$ cat src/rtl/pre_hyp_cordic_ctrl.sv
// Sequencer for a range-extended hyperbolic CORDIC: issues PRE_ITER pre-atanh
// steps, then the standard indices 1..MAIN_ITER with 4 and 13 issued twice.
module pre_hyp_cordic_ctrl #(
    parameter int PRE_ITER  = 6,
    parameter int MAIN_ITER = 16
) (
    input  logic       clk,
    input  logic       rst,
    input  logic       start,
    input  logic       abort,
    input  logic       iter_ready,
    output logic       load,
    output logic       iter_valid,
    output logic       pre_sel,
    output logic [5:0] lut_num,
    output logic [4:0] shift,
    output logic       rep,
    output logic       last,
    output logic       busy,
    output logic       done
);

    typedef enum logic [1:0] {IDLE, PRE, MAIN, FIN} state_t;

    localparam logic [5:0] PreLast  = 6'(PRE_ITER - 1);
    localparam logic [5:0] MainLast = 6'(MAIN_ITER);

    // Indices 4 and 13 are issued twice for convergence of the hyperbolic rotation.
    function automatic logic is_rep(input logic [5:0] n);
        return (n == 6'd4 && MAIN_ITER >= 4) || (n == 6'd13 && MAIN_ITER >= 13);
    endfunction

    localparam logic FirstLast = (MAIN_ITER == 1) && !((MAIN_ITER >= 4) && (MAIN_ITER == 4));

    state_t     state_q;
    logic       valid_q, pre_sel_q, rep_q, last_q, busy_q, done_q;
    logic [5:0] lut_q;
    logic [4:0] shift_q;

    logic [5:0] lut_d;
    logic       rep_d, last_d, accept;

    assign accept = valid_q & iter_ready;

    // Next main-phase issue: repeat the current index once, otherwise advance.
    always_comb begin
        lut_d = lut_q + 6'd1;
        rep_d = 1'b0;
        if (is_rep(lut_q) && !rep_q) begin
            lut_d = lut_q;
            rep_d = 1'b1;
        end
        last_d = (lut_d == MainLast) && (rep_d || !is_rep(lut_d));
    end

    always_ff @(posedge clk or posedge rst) begin
        if (rst) begin
            state_q   <= IDLE;
            valid_q   <= 1'b0;
            pre_sel_q <= 1'b0;
            lut_q     <= '0;
            shift_q   <= '0;
            rep_q     <= 1'b0;
            last_q    <= 1'b0;
            busy_q    <= 1'b0;
            done_q    <= 1'b0;
        end else if (abort) begin
            state_q   <= IDLE;
            valid_q   <= 1'b0;
            pre_sel_q <= 1'b0;
            lut_q     <= '0;
            shift_q   <= '0;
            rep_q     <= 1'b0;
            last_q    <= 1'b0;
            busy_q    <= 1'b0;
            done_q    <= 1'b0;
        end else begin
            case (state_q)
                IDLE: begin
                    if (start) begin
                        state_q   <= PRE;
                        valid_q   <= 1'b1;
                        pre_sel_q <= 1'b1;
                        lut_q     <= '0;
                        shift_q   <= 5'd2;
                        busy_q    <= 1'b1;
                    end
                end
                PRE: begin
                    if (accept) begin
                        if (lut_q == PreLast) begin
                            state_q   <= MAIN;
                            pre_sel_q <= 1'b0;
                            lut_q     <= 6'd1;
                            shift_q   <= 5'd1;
                            rep_q     <= 1'b0;
                            last_q    <= FirstLast;
                        end else begin
                            lut_q   <= lut_q + 6'd1;
                            shift_q <= shift_q + 5'd1;
                        end
                    end
                end
                MAIN: begin
                    if (accept) begin
                        if (last_q) begin
                            state_q <= FIN;
                            valid_q <= 1'b0;
                            lut_q   <= '0;
                            shift_q <= '0;
                            rep_q   <= 1'b0;
                            last_q  <= 1'b0;
                            done_q  <= 1'b1;
                        end else begin
                            lut_q   <= lut_d;
                            shift_q <= lut_d[4:0];
                            rep_q   <= rep_d;
                            last_q  <= last_d;
                        end
                    end
                end
                FIN: begin
                    state_q <= IDLE;
                    busy_q  <= 1'b0;
                    done_q  <= 1'b0;
                end
                default: state_q <= IDLE;
            endcase
        end
    end

    assign load       = (state_q == IDLE) & start & ~abort & ~rst;
    assign iter_valid = valid_q;
    assign pre_sel    = pre_sel_q;
    assign lut_num    = lut_q;
    assign shift      = shift_q;
    assign rep        = rep_q;
    assign last       = last_q;
    assign busy       = busy_q;
    assign done       = done_q;

endmodule

$ cat config.mk
export PLATFORM = sky130hd
export DESIGN_NAME = pre_hyp_cordic_ctrl
export DESIGN_NICKNAME = d
export VERILOG_FILES = /design/src/rtl/pre_hyp_cordic_ctrl.sv
export SDC_FILE = /design/constraint.sdc
export NUM_CORES = 1
export LEC_CHECK = 0
export CAP_MARGIN = 5
export CORE_MARGIN = 4
export CORE_UTILIZATION = 47
export DETAILED_ROUTE_END_ITERATION = 6
export PLACE_DENSITY_LB_ADDON = 0.3
export SYNTH_ARGS = -nofsm -noshare
export SYNTH_HDL_FRONTEND = slang
export SYNTH_SLANG_ARGS = --single-unit
$ cat constraint.sdc
create_clock -name clk -period 1.8 [get_ports clk]
set_clock_uncertainty 0.05 [all_clocks]
set_input_delay 0.18 -clock clk [delete_from_list [all_inputs] [get_ports clk]]
set_output_delay 0.18 -clock clk [all_outputs]
set_load 0.05 [all_outputs]
======== Word-level counts from Yosys, hierarchy flattened ========
Index checks and enable logic that the tools add are counted.
storage, ports and cells
  bits in latches ......................... 0
  memories ................................ 0
  memory bits (read-only) ................. 0
  register bits after elaboration ......... 19
  RAM bits ................................ 0
  input port bits ......................... 5
operators by class
  muxes and demuxes ....................... 46
  $add $sub $neg .......................... 2
  shift operators ......................... 0
  multipliers ............................. 0
  bitwise gates (word level) .............. 6
  equal/unequal tests ..................... 14
  reductions and logical operators ........ 21
  $lt $le $gt $ge ......................... 0
  div/mod/pow operators ................... 0
operators by type and width
  cell                                           number
  two-way mux 6 bit                              7
  two-way mux 5 bit                              6
  == test 6 x 3 -> 1 bit, second input constant  3
  two-way mux 1 bit                              18
  case mux 6 bit (3 select lines)                1
  AND reduction 4 bit                            4
  inequality test 3 bit, second input constant   5
  case mux 5 bit (3 select lines)                1
  nonzero test 3 bit                             5
  == test 6 x 4 -> 1 bit, second input constant  2
  two-way mux 2 bit                              6
  case mux 1 bit (2 select lines)                6
  case mux 2 bit (4 select lines)                1
  adder 6 x 1 -> 6 bit, second input constant    1
  == test 6 x 5 -> 1 bit, second input constant  1
  adder 5 x 1 -> 5 bit, second input constant    1
  AND reduction 5 bit                            1
  bitwise AND 1 bit                              4
  == test 2 bit, second input constant           2
  nonzero test 4 bit                             1
  logical OR 1 bit                               3
  AND reduction 3 bit                            1
  == test 2 x 1 -> 1 bit, second input constant  1
  logical AND 1 bit                              2
  other kinds (4)                                6

======== Depth between registers and ports, before layout ========
Gate-level depths: netlist (run 1).
  depth in word-level cells ............... 13
  mapped depth ............................ 8
  gate-level depth less buffers ........... 7

======== Worst setup path after synthesis (run 1) ========
OpenSTA, ideal clock, no wires.
  path kind ............................... register to register
  from .................................... register lut_q[2], in the netlist lut_num[2]
  to ...................................... register shift_q[1], in the netlist shift[1]
  data required time ...................... 1,616 ps
  slack ................................... -554 ps
  period minus slack after synthesis ...... 2,354 ps
  path buffers ............................ 1
  arrival ................................. 2,169 ps
  stages on the path, launching flop included .. 7
  cell sequence ........................... dfrtp_1 or3b_1 buf_2 nor3_4 mux2_4 a221oi_2 o31ai_2
between the ends
  longest elaborated chain between the ends .. 8
  elaborated cells on any way between the ends .. 12
  those cells by class .................... eq/ne (3); mux (7); reduce/logical (2)
ends and longest elaborated chain
  what                                                              RTL line  source
  start, declared                                                   37        logic [5:0] lut_q;
  start signal, assigned                                            99        lut_q <= lut_q + 6'd1;
  start signal, assigned                                            115       lut_q <= lut_d;
  == test 6 x 3 -> 1 bit or == test 6 x 4 -> 1 bit (tied branches)  30        return (n == 6'd4 && MAIN_ITER >= 4) || (n == 6'd13 && MAIN_ITER >= 13);
  logical OR 1 bit                                                  30
  logical AND 1 bit                                                 49        if (is_rep(lut_q) && !rep_q) begin
  two-way mux 6 bit                                                 49
  two-way mux 5 bit                                                 106       if (last_q) begin
  two-way mux 5 bit                                                 105       if (accept) begin
  case mux 5 bit (3 select lines) (*)                               78        case (state_q)
  two-way mux 5 bit (*)                                             67        end else if (abort) begin
  end signal, assigned                                              100       shift_q <= shift_q + 5'd1;
  end signal, assigned                                              116       shift_q <= lut_d[4:0];
  end, declared                                                     38        logic [4:0] shift_q;
Every way passes the cells marked *; elsewhere a longest branch is shown, timed or not. The select of a mux whose other input is x is not followed.
A chain may end at the register's enable or synchronous reset.

======== Worst setup path in the final report (run 1) ========
  from .................................... register lut_q[5], in the netlist lut_num[5]
  to ...................................... register shift_q[1], in the netlist shift[1]
The elaborated chain is that of the path after synthesis.

==> metrics.md, run 1 <==
| Metric | Value |
|---|---|
| Outcome | finished, violations left |
| Failing checks | negative setup slack |
| CTS Root Cell | clkbuf_4 |
| Die Y | 60.5 microns |
| Port bufs | 22 |
| Post-Syn Area per Cell | ~9 sq um |
| Power density cells | 1110 nW/um^2 |
| Clk Latency, worst-skew pair | ~0.30 ns |
| Layout cells sized above 1 | approximately 45% |
| Fin crit period | 1.89 ns |
| Leakage power | 0.834 nW |
| Average wire per standard cell | roughly 19 microns |
| Synth area leaders | dfrtp_1, ha_1, a21oi_1 |
| Final wirelength | between 4000 and 5000 microns |
| FMAX | roughly 0.53 GHz |
| Sw frac | about 47% |
| Slew Viols, Final | 0 |
| Starting Density | 50.9% |
| Die span in x | 60.5 microns |
| Int Pwr | between 1 and 1.5 mW |
| Sequential power share | 25.7% |
| Worst r2r src | lut_num[5]$_DFFE_PP0P_ |
| Final Instance Area | 1980 sq um |
| Core ar. | roughly 2500 sq um |
| Largest net degree at the start of global routing | 13 |
| Syn Nets | roughly 160 |
| GRT overflow | 0 |
| Global Route Usage Sum | 21.8% |
| TritonCTS Sinks | 19 |
| Tightest Hold Check Type | input port to async pin |
| Full die area | around 3700 sq um |
| Yosys Warn Count | 0 |
| Clock Path Buffers | 2 |
| Final Hold Viols | 0 |
| Vias in the first global route | approximately 1300 |
| R2R cell count | 5 |
| Num CTS Buffers | 3 |
| Setup TNS | -0.454 ns |
| Startpoint Class | register |
| IO Pins | 23 |
| Combinational group share of total power | between 60% and 70% |
| Req. time, crit path | 1.95 ns |
| Final nets | ~220 |
| Yosys reg bits | 19 |
| RSZ-0062 raised after global routing | true |
| Dpl cells | roughly 220 |
| Antenna diodes | 0 |
| FP Rows | 18 |
| Fillcell total | 169 |
| Max H-tree Level | 1 |
| Fin cells | between 200 and 250 |
| First-iteration detailed-routing DRC count | between 60 and 70 |
| RD Place Congestion | approximately 0.93 |
| Synth area leader | dfrtp_1 |
| Slew @ Worst Pin | a little under 0.5 ns |
| DR pass1 iterations | 4 |
| Via count | between 1000 and 1500 |
| Design Power | between 2 and 2.5 mW |
| Post-Syn Area | between 1000 and 1500 sq um |
| Worst Slack Setup Final | -0.0881 ns |
| Initial antenna violation count | 0 |
| Post-DP HPWL | 2750 microns |
| Net Sw Power | about 1.0 mW |
| Critical path launch point | lut_num[5]$_DFFE_PP0P_ |
| Data arrival time of the worst path | about 2 ns |
| Clock transition at path regs | about 0.12 ns |
| DP Area | roughly 1700 sq um |
| Peak VDD IR | 1.10 mV |
| Worst path max stage delay | around 0.44 ns |
| Unique masters post-synth | 42 |
| Area share of the largest cell type after synthesis | between 30 and 40% |
| First-pass GRT wire length | 6060 microns |
| Slew HR | between 60% and 70% |
| CTS tree | built |
| Fin crit share | 105% |
| Area grow syn2layout | 52.8% |
| Area of the multi-input gates | between 900 and 1000 sq um |
| Max Cap Viol | 0 |
| Worst-path cell chain | or3b_4 > nor3_4 > mux2_4 > a221oi_2 > o31ai_2 |
| Clock network power share | around a tenth |
| Routed Antenna Nets | 0 |
| R2R setup slack | -0.09 ns |
| Slowest CP cell | or3b_4 |
| Max Fanout on Critical Path | 4 |
| Via density | just over 6 |
| Register cell area after layout | roughly 480 sq um |
| Worst setup path endpoint | shift[1]$_DFFE_PP0P_ |
| CP Capture Type | register |
| DRC | 0 |
| CP Class | register to register |
| Post-synthesis cell count | about 150 |
| Hold_ws | 0.152 ns |
| Final setup viols | 12 |
| Post-synthesis sequential area ratio | 36.7% |
| Worst r2r dst | shift[1]$_DFFE_PP0P_ |
==> layout by cell type, fill, tap and decap left out, types with 3 or more instances in the layout <==
cell / n
a21oi_1: 12
a22oi_1: 3
buf_4: 45
clkbuf_4: 3
clkdlybuf4s50_1: 9
dfrtp_1: 13
dfrtp_2: 6
ha_1: 3
ha_2: 4
inv_1: 8
nand2_1: 12
nand2b_1: 3
nand3_1: 4
nand4_1: 3
nor2_1: 12
o21ai_1: 8
==> layout make-up <==
| type | count | share of cell area, % |
|---|---|---|
| clock buffers | 3 | 1.14 |
| clock inverters | 1 | 0.253 |
| inverters | 10 | 1.90 |
| multi-input cells | 113 | 47.2 |
| flip-flops and latches | 19 | 24.4 |
| well taps | 30 | 1.90 |
| repair buffers | 56 | 23.2 |
==> synth_stat cells <==
cell / instances
dfrtp_1: 19
a21oi_1: 12
nand2_1: 12
nor2_1: 12
inv_1: 10
ha_1: 8
o21ai_1: 7
nand3_1: 6
nand2b_1: 4
a211oi_1: 3
a22oi_1: 3
clkbuf_1: 3
mux2i_1: 3
nand4_1: 3
o21ai_0: 3
xnor2_1: 3
xor2_1: 3
a21o_1: 2
a31oi_1: 2
nor2b_1: 2
nor3_1: 2
o22ai_1: 2
o31ai_2: 2
o32a_1: 2
a221oi_2: 1
a311oi_1: 1
and2_1: 1
and2b_1: 1
and3_1: 1
buf_2: 1
mux2_1: 1
mux2_4: 1
nor3_4: 1
nor3b_1: 1
nor4_1: 1
o2111ai_1: 1
o21ai_2: 1
o21bai_1: 1
o221ai_1: 1
o31ai_1: 1
or2_1: 1
or3b_1: 1
==> power by group through the flow <==
stage | Clock [mW] | Combinational (mW) | Sequential [mW]
finish | 0.231 | 1.40 | 0.567
global route | 0.256 | 1.48 | 0.575
CTS | 0.220 | 1.14 | 0.554
detailed placement | 0 | 1.08 | 0.563
global placement | 0 | 1.06 | 0.556
floorplan | 0 | 0.521 | 0.716
==> what timing repair did <==
action / in CTS / in global routing
hold buffers: 0 / 0
setup buffers: 0 / 7
pin swaps: 4 / 4
gates resized for setup: 9 / 26
cloned: 0 / 0
endpoints found under the setup margin: 14 / 16
endpoints found under the hold margin: 0 / 0
==> flip-flops by register name (all words and copies together), names as in the netlist <==
name,cells
busy,1
lut_num,6
shift,5
iter_valid,1
last,1
done,1
state_q,2
pre_sel,1
rep,1
==> critical path, delay by kind of cell, from the launching register on <==
family	cells	cell delay [ns]
muxes	1	0.34
AOI/OAI and AO/OA	2	0.35
DFF	1	0.42
and+or+nand+nor	2	0.63
==> cells by family after synthesis <==
family	Yosys count	synth area share [%]
flops	19	36.7
simple gates	49	19.4
xor+xnor	6	4.06
buf+inv	14	4.15
mux	5	4.35
fa+ha+maj	8	7.73
compound gates	45	23.6
==> how the worst min path moves through the flow <==
stage / from / to / slack [ns] / cells past startpoint
floorplan: rst / busy$_DFFE_PP0P_ / 0.08 / 1
global route: rst / shift[3]$_DFFE_PP0P_ / 0.15 / 3
CTS: rst / busy$_DFFE_PP0P_ / 0.17 / 3
global placement: busy$_DFFE_PP0P_ / busy$_DFFE_PP0P_ / 0.46 / 2
finish: rst / busy$_DFFE_PP0P_ / 0.15 / 3
detailed placement: rst / busy$_DFFE_PP0P_ / 0.47 / 3
==> metal layers <==
| layer | vias to the layer above | global-route usage, % | routed length, microns | share of wire, % |
|---|---|---|---|---|
| li1 | 641 | - | - | - |
| met1 | 673 | 28.9 | 1670 | 39 |
| met2 | 95 | 37.2 | 2100 | 49 |
| met3 | 26 | 2.77 | 337 | 7.8 |
| met4 | 0 | 6.50 | 197 | 4.6 |
| met5 | - | 0 | 0 | 0 |
==> per-stage QoR <==
stage	worst slack [ns]	util, %
global placement	-0.0765	68.0
floorplan	-0.329	-
detailed placement	-0.134	68.0
CTS	-0.0642	70.8
finish	-0.0881	77.7
global route	-0.153	77.7
(Power assumes the default switching activity.)
==> run 2, diff against run 1 <==
--- a/config.mk
+++ b/config.mk
@@ -7,8 +7,9 @@
 export LEC_CHECK = 0
 export CAP_MARGIN = 5
 export CORE_MARGIN = 4
-export CORE_UTILIZATION = 47
+export CORE_UTILIZATION = 62
 export DETAILED_ROUTE_END_ITERATION = 6
+export DONT_BUFFER_PORTS = 1
 export PLACE_DENSITY_LB_ADDON = 0.3
 export SYNTH_ARGS = -nofsm -noshare
 export SYNTH_HDL_FRONTEND = slang
==> constraint.sdc (replaced) <==
create_clock -name clk -period 1.92 [get_ports clk]
set_clock_uncertainty 0.05 [all_clocks]
set_input_delay 0.192 -clock clk [delete_from_list [all_inputs] [get_ports clk]]
set_output_delay 0.192 -clock clk [all_outputs]
set_load 0.05 [all_outputs]
==> run 2 against run 1 <==
  * The run now ends clean
  * Worst setup slack gained 0.13 ns
  * Routed wire length is 21% lower
  * First-iteration DRC count increased by 6.0%
  * Sequential share of layout area increased by 5.9 points
  * Fmax increased by 0.80%
  * Hold slack got worse by 0.067 ns
  * Flip-flop and latch count unchanged
  * Critical path depth up 2
  * Register-to-register slack better by 0.13 ns
  * Clock power shrank 12%
  * Global-route usage is 4.1 points higher
  * Die area fell by 21%
  * Critical path type unchanged
  * Highest routed layer unchanged
==> metrics.md, run 2 (same netlist as run 1, synthesis figures left out) <==
| Metric | Value |
|---|---|
| Outcome | finished, final reports clean |
| First-pass GRT wire length | around 5400 microns |
| Final Hold Viols | 0 |
| RD Place Congestion | between 0.9 and 1 |
| DRC | 0 |
| Average wire per standard cell | roughly 17 microns |
| Via density | between 6 and 7 |
| Num CTS Buffers | 3 |
| Most frequent cells in the layout | buf_4, dfrtp_1, nand2_1, a21oi_1, nor2_1 |
| DP Area | between 1500 and 2000 sq um |
| First-iteration detailed-routing DRC count | 71 |
| Slew Viols, Final | 0 |
| Dpl ws | -0.00949 ns |
| Layout cells sized above 1 | roughly 28% |
| Clock Path Buffers | 2 |
| Port bufs | 0 |
| Post-DP HPWL | 2530 microns |
| Leakage power | roughly 0.68 nW |
| Via count | 1226 |
| Starting Density | roughly two thirds |
| TritonCTS Sinks | 19 |
| Global Route Usage Sum | 25.9% |
| Hold_ws | ~0.085 ns |
| Hold path startpoint | abort |
| Power density cells | 1040 nW/um^2 |
| Slew @ Worst Pin | 0.706 ns |
| IO Pins | 23 |
| Full die area | between 2000 and 3000 sq um |
| Req. time, crit path | 2.03 ns |
| Max Fanout on Critical Path | 8 |
| GRT overflow | 0 |
| Initial antenna violation count | 0 |
| Worst Slack Setup Final | 0.0469 ns |
| Die span in x | 53.7 microns |
| Largest net degree at the start of global routing | 20 |
| Antenna diodes | 0 |
| Max H-tree Level | 1 |
| Final nets | about 190 |
| Fin crit period | 1.87 ns |
| CP Capture Type | register |
| Max Cap Viol | 0 |
| Peak VDD IR | 0.980 mV |
| Final setup viols | 0 |
| DR pass1 iterations | 4 |
| Vias in the first global route | 1187 |
| Die Y | ~54 microns |
| Max FFs per register | 6 |
| Most common cell after layout, fill and taps aside | buf_4 |
| Final core utilization | 80.3% |
| Worst hold path depth | 3 |
| CTS tree | built |
| R2R cell count | 7 |
| Post-CTS Setup Repair Bufs | 0 |
| Worst r2r src | lut_num[5]$_DFFE_PP0P_ |
| RSZ-0062 raised after global routing | true |
| FP Rows | 16 |
| Data arrival time of the worst path | between 1.5 and 2 ns |
| R2R setup slack | 0.05 ns |
| Startpoint Class | register |
| CTS Root Cell | clkbuf_4 |
| Slew HR | between 50% and 60% |
| Tightest Hold Check Type | input port to register |
| Final wirelength | 3410 microns |
| Fin crit share | a little over nine tenths |
| CP Class | register to register |
| FMAX | 0.534 GHz |
| Routed Antenna Nets | 0 |
| Worst r2r dst | shift[3]$_DFFE_PP0P_ |
| Design Power | between 1.5 and 2 mW |
| Core ar. | a little under 2000 sq um |
| Hold path endpoint | rep$_DFFE_PP0P_ |
| Clock transition at path regs | 0.11 ns |
| Clk Latency, worst-skew pair | about 0.29 ns |
| Area grow syn2layout | 22.9% |
| Final Instance Area | 1590 sq um |
==> run 2: per-layer routing <==
layer	GRT usage, %	wire length, microns	vias to the layer above
li1	-	-	586
met1	34.6	1440	585
met2	42.5	1710	51
met3	3.88	213	4
met4	8.51	46	0
met5	0	0	-
==> run 2: final cells by class <==
type | count | area [sq um]
clock buffer | 3 | 22.5
clock inverter | 1 | 5.00
fill | 125 | 390
inverter | 10 | 37.5
multi-input combinational | 113 | 806
sequential | 19 | 483
tap | 27 | 33.8
timing repair buffer | 26 | 204
==> run 2: timing repair <==
action,CTS,global route
hold buffers,2,0
pin swaps,0,0
setup endpoints to repair,2,10
hold endpoints to repair,26,0
gates resized for setup,2,9
==> run 2: where the power goes <==
part	total [mW]	internal (mW)	switching (mW)
clock	0.204	0.0775	0.127
sequential	0.570	0.458	0.112
combinational	0.881	0.317	0.564
==> run 2: worst max-delay path by stage <==
stage                            from                    to  slack (ns)  cells after the start
2_1_floorplan  lut_num[2]$_DFFE_PP0P_  shift[1]$_DFFE_PP0P_       -0.21                      6
3_3_place_gp   lut_num[5]$_DFFE_PP0P_       rep$_DFFE_PP0P_        0.06                      4
3_5_place_dp   lut_num[5]$_DFFE_PP0P_       rep$_DFFE_PP0P_      -0.009                      4
4_1_cts        state_q[0]$_DFFE_PP0P_  shift[3]$_DFFE_PP0P_       0.009                      7
5_1_grt        state_q[0]$_DFFE_PP0P_  shift[3]$_DFFE_PP0P_       -0.03                      8
6_report       lut_num[5]$_DFFE_PP0P_  shift[3]$_DFFE_PP0P_        0.05                      7
==> run 2: critical path, cell delays in order, from the launching register on <==
cell,delay (ns)
dfrtp_2,0.42
or3b_4,0.43
buf_4,0.16
o21ai_2,0.18
buf_6,0.16
a311oi_1,0.05
o21ai_1,0.15
o221ai_1,0.14
==> run 2: stage by stage <==
step,std cells,TNS (ns)
after floorplan,146,-0.719
after global placement,193,0
after detailed placement,193,-0.00949
after CTS,199,0
after global routing,199,-0.112
final,199,0
==> run 3, diff against run 2 <==
--- a/config.mk
+++ b/config.mk
@@ -11,6 +11,7 @@
 export DETAILED_ROUTE_END_ITERATION = 6
 export DONT_BUFFER_PORTS = 1
 export PLACE_DENSITY_LB_ADDON = 0.3
+export SLEW_MARGIN = 20
 export SYNTH_ARGS = -nofsm -noshare
 export SYNTH_HDL_FRONTEND = slang
 export SYNTH_SLANG_ARGS = --single-unit
==> constraint.sdc (replaced) <==
create_clock -name clk -period 1.9 [get_ports clk]
set_clock_uncertainty 0.05 [all_clocks]
set_input_delay 0.19 -clock clk [delete_from_list [all_inputs] [get_ports clk]]
set_output_delay 0.19 -clock clk [all_outputs]
set_load 0.05 [all_outputs]
==> run 3 against run 2 <==
  * Clock power about the same
  * Sequential share of layout area decreased by 0.54 points
  * Die area unchanged
  * Critical endpoint is now lut_num[3]$_DFFE_PP0P_
  * Largest cell class unchanged
  * Largest power group unchanged
==> metrics.md, run 3 (same netlist as run 1, synthesis figures left out) <==
| Metric | Value |
|---|---|
| R2R cell count | 7 |
| Final nets | approximately 190 |
| Leakage power | a little under 0.7 nW |
| Vias in the first global route | around 1200 |
| CP Class | register to register |
| Worst hold path depth | 3 |
| DR pass1 iterations | 4 |
| Slew HR | around 53% |
| Starting Density | 65.3% |
| GRT overflow | 0 |
| RSZ-0062 raised after global routing | true |
| DRC | 0 |
| FP Rows | 16 |
| Slew @ Worst Pin | 0.709 ns |
| Max FFs per register | 6 |
| Most frequent cells in the layout | buf_4, dfrtp_1, nand2_1, a21oi_1, nor2_1 |
| Clock Path Buffers | 2 |
| Global Route Usage Sum | roughly a quarter |
| Antenna diodes | 0 |
| Largest net degree at the start of global routing | 20 |
| Layout cells sized above 1 | between 20 and 30% |
| CP Capture Type | register |
| Tightest Hold Check Type | input port to register |
| Area grow syn2layout | 25.1% |
| Slew Viols, Final | 0 |
| Routed Antenna Nets | 0 |
| Final setup viols | 0 |
| Power density cells | roughly 1100 nW/um^2 |
| Die span in x | ~54 microns |
| First-iteration detailed-routing DRC count | 26 |
| Critical path launch point | state_q[0]$_DFFE_PP0P_ |
| Via density | ~6.1 |
| Data arrival time of the worst path | approximately 2.1 ns |
| Max H-tree Level | 1 |
| Peak VDD IR | 1.04 mV |
| Fin crit period | 1.89 ns |
| Core ar. | 1980 sq um |
| Fillcell total | 127 |
| IO Pins | 23 |
| Worst Slack Setup Final | roughly 0.007 ns |
| Max Fanout on Critical Path | 7 |
| Full die area | approximately 2900 sq um |
| Clock transition at path regs | 0.11 ns |
| Worst r2r src | state_q[0]$_DFFE_PP0P_ |
| CTS tree | built |
| Dpl ws | -0.0202 ns |
| Outcome | finished, final reports clean |
| Die Y | roughly 54 microns |
| FMAX | 0.528 GHz |
| Final wirelength | between 3000 and 4000 microns |
| Initial antenna violation count | 0 |
| First-pass GRT wire length | ~5500 microns |
| Fin crit share | about 100% |
| Most common cell after layout, fill and taps aside | buf_4 |
| Num CTS Buffers | 3 |
| Startpoint Class | register |
| Hold path startpoint | abort |
| Via count | around 1200 |
| Post-DP HPWL | about 2500 microns |
| Clk Latency, worst-skew pair | 0.30 ns |
| Average wire per standard cell | roughly 17 microns |
| CTS Root Cell | clkbuf_4 |
| Hold_ws | 0.0652 ns |
| Req. time, crit path | 2.07 ns |
| Max Cap Viol | 0 |
| TritonCTS Sinks | 19 |
| RD Place Congestion | ~0.9 |
| Final Hold Viols | 0 |
| Port bufs | 0 |
==> run 3: what timing repair did <==
action	in CTS	in global routing
hold buffers	2	0
resized for setup	4	9
cloned	0	0
hold endpoints to repair	26	0
setup endpoints to repair	3	13
setup buffers	0	2
==> run 3: critical path, stage by stage, from the launching register on <==
cell	delay [ns]
dfrtp_1	0.42
inv_1	0.14
ha_1	0.33
and2b_1	0.29
nand4_1	0.18
o22ai_1	0.16
a21oi_1	0.08
a31oi_1	0.14
==> run 3: final cells by class <==
cell class,instances,area (sq um),area share (%)
sequential,19,483,29.8
tap,27,33.8,2.08
multi-input combinational,113,813,50.2
timing repair buffer,29,226,14.0
clock buffer,4,26.3,1.62
inverter,10,37.5,2.32
==> run 3: final timing paths <==
kind                       slack [ns]                endpoint
max                             0.007  lut_num[3]$_DFFE_PP0P_
min                              0.07        last$_DFFE_PP0P_
max in group asynchronous        0.91  lut_num[3]$_DFFE_PP0P_
min in group asynchronous        0.38  state_q[0]$_DFFE_PP0P_
min reg2reg                      0.55  lut_num[3]$_DFFE_PP0P_
max reg2reg                     0.007  lut_num[3]$_DFFE_PP0P_
==> run 3: metrics by stage <==
| step | std cells | setup TNS, ns | utilization [%] | total power [mW] | cell area [sq um] |
|---|---|---|---|---|---|
| floorplan | 146 | -0.837 | - | 1.17 | 1300 |
| finish | 202 | 0 | 81.8 | 1.71 | 1620 |
| CTS | 200 | 0 | 79.1 | 1.63 | 1570 |
| global placement | 194 | 0 | 76.1 | 1.38 | 1510 |
| global route | 202 | -0.344 | 81.8 | 1.82 | 1620 |
| detailed placement | 194 | -0.0394 | 76.1 | 1.42 | 1510 |
==> run 3: routing by layer <==
layer  routed length, microns  part of all wire, %  global-route usage (%)  vias to the layer above
li1                         -                    -                       -                      587
met1                     1460                   43                    33.5                      590
met5                        0                    0                       0                        -
met3                      199                  5.9                    4.71                       11
met2                     1680                   50                    44.4                       53
met4                       60                  1.8                    9.79                        0
==> run 3: power by group <==
group	switching [mW]	internal, mW
registers	0.116	0.462
logic	0.585	0.346
clock network	0.122	0.0819
